**src/rtl/lc3_regfile_param.sv**
```systemverilog
// Parametrised LC-3 register file: two async read ports, one sync write port,
// per-register pending-write scoreboard and NZP codes. Optional macro RF_BYPASS_EN.
module lc3_regfile_param #(
    parameter int unsigned WIDTH = 16,
    parameter int unsigned DEPTH = 8,
    parameter int unsigned AW    = 3
) (
    input  logic             clk,
    input  logic             reset,
    input  logic             we,
    input  logic [AW-1:0]    dr,
    input  logic [WIDTH-1:0] bus,
    input  logic             ld_cc,
    input  logic             claim,
    input  logic [AW-1:0]    claim_dr,
    input  logic [AW-1:0]    sr0,
    input  logic [AW-1:0]    sr1,
    output logic [WIDTH-1:0] out0,
    output logic [WIDTH-1:0] out1,
    output logic             busy0,
    output logic             busy1,
    output logic             busy_any,
    output logic [2:0]       nzp
);

    localparam logic [2:0] NZP_RESET = 3'b010;

    logic [WIDTH-1:0] regs [DEPTH];
    logic [DEPTH-1:0] pend;
    logic [2:0]       nzp_q;
    logic [2:0]       nzp_next;

    // Condition codes derived from the write data; exactly one bit set.
    always_comb begin
        nzp_next    = 3'b000;
        nzp_next[2] = bus[WIDTH-1];
        nzp_next[1] = (bus == '0);
        nzp_next[0] = !bus[WIDTH-1] && (bus != '0);
    end

    // Storage, scoreboard and NZP; claim beats a same-cycle write retiring the register.
    always_ff @(posedge clk) begin
        if (!reset) begin
            for (int unsigned i = 0; i < DEPTH; i++) begin
                regs[i] <= '0;
            end
            pend  <= '0;
            nzp_q <= NZP_RESET;
        end else begin
            if (we) begin
                regs[dr] <= bus;
                if (ld_cc) begin
                    nzp_q <= nzp_next;
                end
            end
            for (int unsigned i = 0; i < DEPTH; i++) begin
                if (claim && (claim_dr == AW'(i))) begin
                    pend[i] <= 1'b1;
                end else if (we && (dr == AW'(i))) begin
                    pend[i] <= 1'b0;
                end
            end
        end
    end

`ifdef RF_BYPASS_EN
    logic byp0;
    logic byp1;

    // Write-through: a read of the register being written sees the new data now.
    always_comb begin
        byp0  = reset && we && (sr0 == dr);
        byp1  = reset && we && (sr1 == dr);
        out0  = byp0 ? bus : regs[sr0];
        out1  = byp1 ? bus : regs[sr1];
        busy0 = pend[sr0];
        busy1 = pend[sr1];
        if (byp0 && !(claim && (claim_dr == sr0))) begin
            busy0 = 1'b0;
        end
        if (byp1 && !(claim && (claim_dr == sr1))) begin
            busy1 = 1'b0;
        end
    end
`else
    // Plain reads of stored contents and registered pending bits.
    always_comb begin
        out0  = regs[sr0];
        out1  = regs[sr1];
        busy0 = pend[sr0];
        busy1 = pend[sr1];
    end
`endif

    assign busy_any = |pend;
    assign nzp      = nzp_q;

endmodule

```
**config.mk**
```make
export PLATFORM = sky130hd
export DESIGN_NAME = lc3_regfile_param
export DESIGN_NICKNAME = d
export VERILOG_FILES = /design/src/rtl/lc3_regfile_param.sv
export SDC_FILE = /design/constraint.sdc
export NUM_CORES = 1
export LEC_CHECK = 0
export ABC_AREA = 1
export ABC_CLOCK_PERIOD_IN_PS = 5900
export CORE_MARGIN = 2
export CORE_UTILIZATION = 55
export DETAILED_ROUTE_END_ITERATION = 10
export GPL_ROUTABILITY_DRIVEN = 0
export PLACE_DENSITY = 0.77
export SLEW_MARGIN = 10
export SYNTH_ARGS = -nofsm -noshare
export SYNTH_HDL_FRONTEND = slang
export SYNTH_SLANG_ARGS = --single-unit
```
**constraint.sdc**
```tcl
create_clock -name clk -period 5.9 [get_ports clk]
set_clock_uncertainty 0.15 [all_clocks]
set_input_delay 1.18 -clock clk [delete_from_list [all_inputs] [get_ports clk]]
set_output_delay 1.18 -clock clk [all_outputs]
set_load 0.005 [all_outputs]
```
==> Word level (Yosys, flattened, before mapping) <==
Memories as Yosys holds them, arrays and structs flattened.
Cells that the tools add are included.
{ "op_classes": {"n_lt_le_gt_ge": 2, "shift": 0, "muxes": 27, "bitwise": 0, "n_eq_ne": 14, "n_div": 0, "reduce_logical": 33, "multipliers": 0, "n_addsub": 0} }
{ "op_table": {"columns": ["op", "n"], "rows": [
  ["3-bit == test (second input constant)", 8],
  ["1-bit 2-to-1 mux", 23],
  ["1-bit logical AND", 17],
  ["16-bit zero test", 1],
  ["16-bit 2-to-1 mux", 1],
  ["16-bit nonzero test", 1],
  ["2-bit nonzero test", 8],
  ["16-bit OR reduction", 1],
  ["3-bit by 2-bit == test with 1-bit output (second input constant)", 4],
  ["3-bit by 4-bit < comparator with 1-bit output (second input constant)", 2],
  ["8-bit OR reduction", 1],
  ["1-bit binary-select mux with 3-bit select", 2],
  ["3-bit by 1-bit == test with 1-bit output (second input constant)", 2],
  ["3-bit zero test", 2],
  ["3-bit 2-to-1 mux", 1],
  ["2-bit AND reduction", 1],
  ["1-bit zero test", 1]
]} }
{ "totals": {"output_inout_bits": 38, "memories": 1, "latchBits": 0, "word_cells": 86, "mem_bits_rw": 128, "rom_bits": 0, "reg_bits": 11} }
{ "mem_list": {"columns": ["name", "words", "width", "rd", "rd_ports_with_merged_regs", "write_ports", "line", "rtl"], "rows": [
  ["regs", 8, 16, 2, 0, 8, "28", "logic [WIDTH-1:0] regs [DEPTH];"]
]} }

==> Logic depth before layout (Yosys ltp) <==
{ "depth": {"ltp_word": 5, "depth_mapped": 7, "ltp_nobuf": 6} }

==> Least setup slack after synthesis <==
No wires, ideal clock.
{ "synth_timing": {"path_type": "input port to output port", "start": "input sr1[0]", "end": "output out1[10]", "arrival_ps": 1931, "n_path_buf": 3, "slack_ps": 2639, "path_stages": 6, "cell_sequence": "buf_6 buf_6 buf_6 o211ai_1 nand3_1 and2_1"} }
{ "synth_between": {"elab_chain_len": 1} }
{ "synth_rtl": {"columns": ["element", "line", "rtl"], "rows": [
  ["from (decl)", "17", "input logic [AW-1:0] sr1,"],
  ["memory 8 x 16 bit", null, null],
  ["to (decl)", "19", "output logic [WIDTH-1:0] out1,"]
]} }
No other way between the ends.

==> Final worst setup path <==
{ "layout_timing": {"start": "input sr0[2]", "end": "output out0[15]"} }
{ "layout_between": {"elab_chain_len": 1} }
{ "layout_rtl": {"columns": ["element", "line", "rtl"], "rows": [
  ["from (decl)", "16", "input logic [AW-1:0] sr0,"],
  ["memory 8 x 16 bit", null, null],
  ["to (decl)", "18", "output logic [WIDTH-1:0] out0,"]
]} }
No other way between the ends.

==> impl_results.md <==
- Slowest CP cell: clkinv_1
- First-pass GRT wire length: 32,400 um
- Tcrit/Tclk final: 0.779
- Resized Gates After CTS: 0
- Slowest stage delay, CP: 580 ps
- Via count: roughly 6,500
- Cell area after synthesis: 7720 um2
- Commonest non-fill, non-tap cell in the layout: nor2_1
- R2r setup slk: between 5000 and 6000 ps
- Achievable frequency: about 220 MHz
- Die X: between 100 and 150 um
- Worst-path maximum fanout: 17
- Hold path depth: 2
- Avg Cell Area, Syn: 8.86 um2
- Setup Buffers After CTS: 0
- Met2 wire length: 10,400 um
- Diode count: 0
- Most frequent CP cell: clkdlybuf4s50_1
- FF-to-FF End: pend[7]
- IO Count: 71
- Final std cells w/o fill: roughly 1,100
- TritonCTS clock tree: built
- Routed wire per std cell: 19.3 um
- Final setup slack of the worst path: 1300 ps
- Syn_nets: 904
- Most frequent cells in the layout: nor2_1, edfxtp_1, nand2_1, inv_1, nand3_1
- Grt total ovfl: 0
- Routed vias/inst: 5.96
- Clock buffer depth: 2
- Post-synthesis sequential area ratio: 0.527
- Fillers: 1,160
- RSZ-0062 raised after global routing: false
- Synth warn: 0
- R2R depth: 2
- Worst-margin pin slew: 1040 ps
- Worst r2r src: pend[7]
- Die Ht: 122 um
- Max Cap Viol: 0
- Number of placement rows: 43
- Number of global-route vias before repair: 6,072
- Peak VDD IR: 0.000178 V
- Core Area: 13,800 um2
- Initial Utilization: 0.560
- Crit path from: sr0[2]
- Setup tns final: 0 ps
- Crit path kind: in -> out
- Final core occ: 0.645
- Final Net Count: 938
- FF+latch count, synth: ~140
- Pleak: 3.44 nW
- WL met3: 1730 um
- Largest net degree at the start of global routing: 77
- Power Density: 290 nW/um2
- Htree depth: 4
- Top Layer Used: met4
- Cells along the critical path: clkdlybuf4s50_1 -> clkinv_1 -> nand3_1 -> and2_1 -> clkdlybuf4s50_1
- # hold bufs at CTS: 0
- Synth cell types: 26
- Final hold viol count: 0
- CP arrival: 3270 ps
- 1st-iter DRT viols: 735
- Input/output buffers: 70
- Reg clk slew, reported paths: 60 ps
- DRC: 0
- Gate count of the mapped netlist: 871
- Area Growth Syn to Fin: 15.1%
- Clk root buf: clkbuf_16
- Total CTS buffers: 17
- First-pass DRT Iterations: 7
- Post-DP HPWL: 12,600 um
- Routed metal-1 wirelength: 8460 um
- Layout cells sized above 1: 0.0610
- Hold WC Path Type: reg -> reg
- Slew headroom: 0.303
- DP Worst Slack: between 1000 and 1500 ps
- Antenna viol nets, final: 0
- Gr usage total: 0.291
- Setup crit start kind: input pin
- Full die area: around 15,000 um2
- Initial antenna violation count: 0
- Routed WL: between 20,000 and 25,000 um
- # clock sinks: 139
- Min Hold Slack: 334 ps
- Number of placed instances, taps included: 1,066
- Final Max Tran Viols: 0
- Power Total: 2.58 mW
- Worst-Skew Late Latency: 420 ps
- CP Capture Type: output port
- Fin crit period: 4600 ps
- Design Area, Final: 8880 um2
- Worst Setup EP: out0[15]
- Final setup fails: 0
- Status: completed
- Critical Path RT: 4570 ps
- Cell Area, Placed: 8300 um2
[cell usage after synthesis]
library cell | count | share of area
buf_2 | 35 | 0.023
o22ai_1 | 1 | 0.00081
buf_4 | 5 | 0.0049
nor2_1 | 142 | 0.069
nand3_1 | 78 | 0.051
nand3_4 | 2 | 0.0045
nand2_1 | 94 | 0.046
o21ai_0 | 71 | 0.046
o211ai_2 | 1 | 0.0016
o211ai_1 | 67 | 0.065
dfxtp_1 | 11 | 0.029
nand4_4 | 2 | 0.0055
clkbuf_1 | 8 | 0.0039
a21oi_1 | 71 | 0.046
nor4_1 | 2 | 0.0016
and2_1 | 34 | 0.028
edfxtp_1 | 128 | 0.50
nor2_2 | 3 | 0.0024
nand3_2 | 4 | 0.0052
buf_6 | 15 | 0.022
inv_2 | 2 | 0.00097
o32ai_1 | 1 | 0.0011
clkinv_1 | 2 | 0.00097
nor3_1 | 1 | 0.00065
inv_1 | 90 | 0.044
inv_4 | 1 | 0.00081
[how the worst min path moves through the flow]
| stage | start | end | slack, ps |
|---|---|---|---|
| floorplan | nzp[0] | nzp[0] | 310 |
| global placement | nzp[0] | nzp[0] | 310 |
| detailed placement | nzp[1] | nzp[1] | 320 |
| CTS | nzp[1] | nzp[1] | 340 |
| global route | pend[6] | pend[6] | 360 |
| finish | nzp[1] | nzp[1] | 330 |
[critical path, delay by kind of cell]
family                 cells  cell delay (ps)
buffers and inverters      3             1580
AND/OR/NAND/NOR            2              510
[sequential cells by signal (all words and copies together) (netlist names)]
name  flops
regs    128
nzp       3
pend      8
[kinds of logic after synthesis]
group,after synthesis,share of synthesized area
flip-flops,139,0.527
buffers and inverters,158,0.0999
AO/OA/AOI/OAI,212,0.161
AND/OR/NAND/NOR,362,0.213
[report_power, final]
part | internal (mW) | leakage [nW] | switching (mW)
combinational | 0.142 | 1.84 | 0.209
clock | 0.656 | 0.285 | 0.413
sequential | 1.14 | 1.32 | 0.0229
total | 1.93 | 3.44 | 0.645
[routing by layer]
layer	global-route usage	up-vias
li1	-	3057
met1	0.377	3104
met2	0.482	327
met3	0.0576	54
met4	0.114	0
met5	0	-
[final cells by class]
cell class                 instances  area (um2)  share of cell area
inverter                          95         359              0.0404
multi-input combinational        574        2880               0.325
clock buffer                      17         425              0.0479
clock inverter                    15         155              0.0175
sequential                       139        4060               0.457
timing repair buffer              78         771              0.0868
tap                              180         225              0.0254
(Power assumes the default switching activity.)
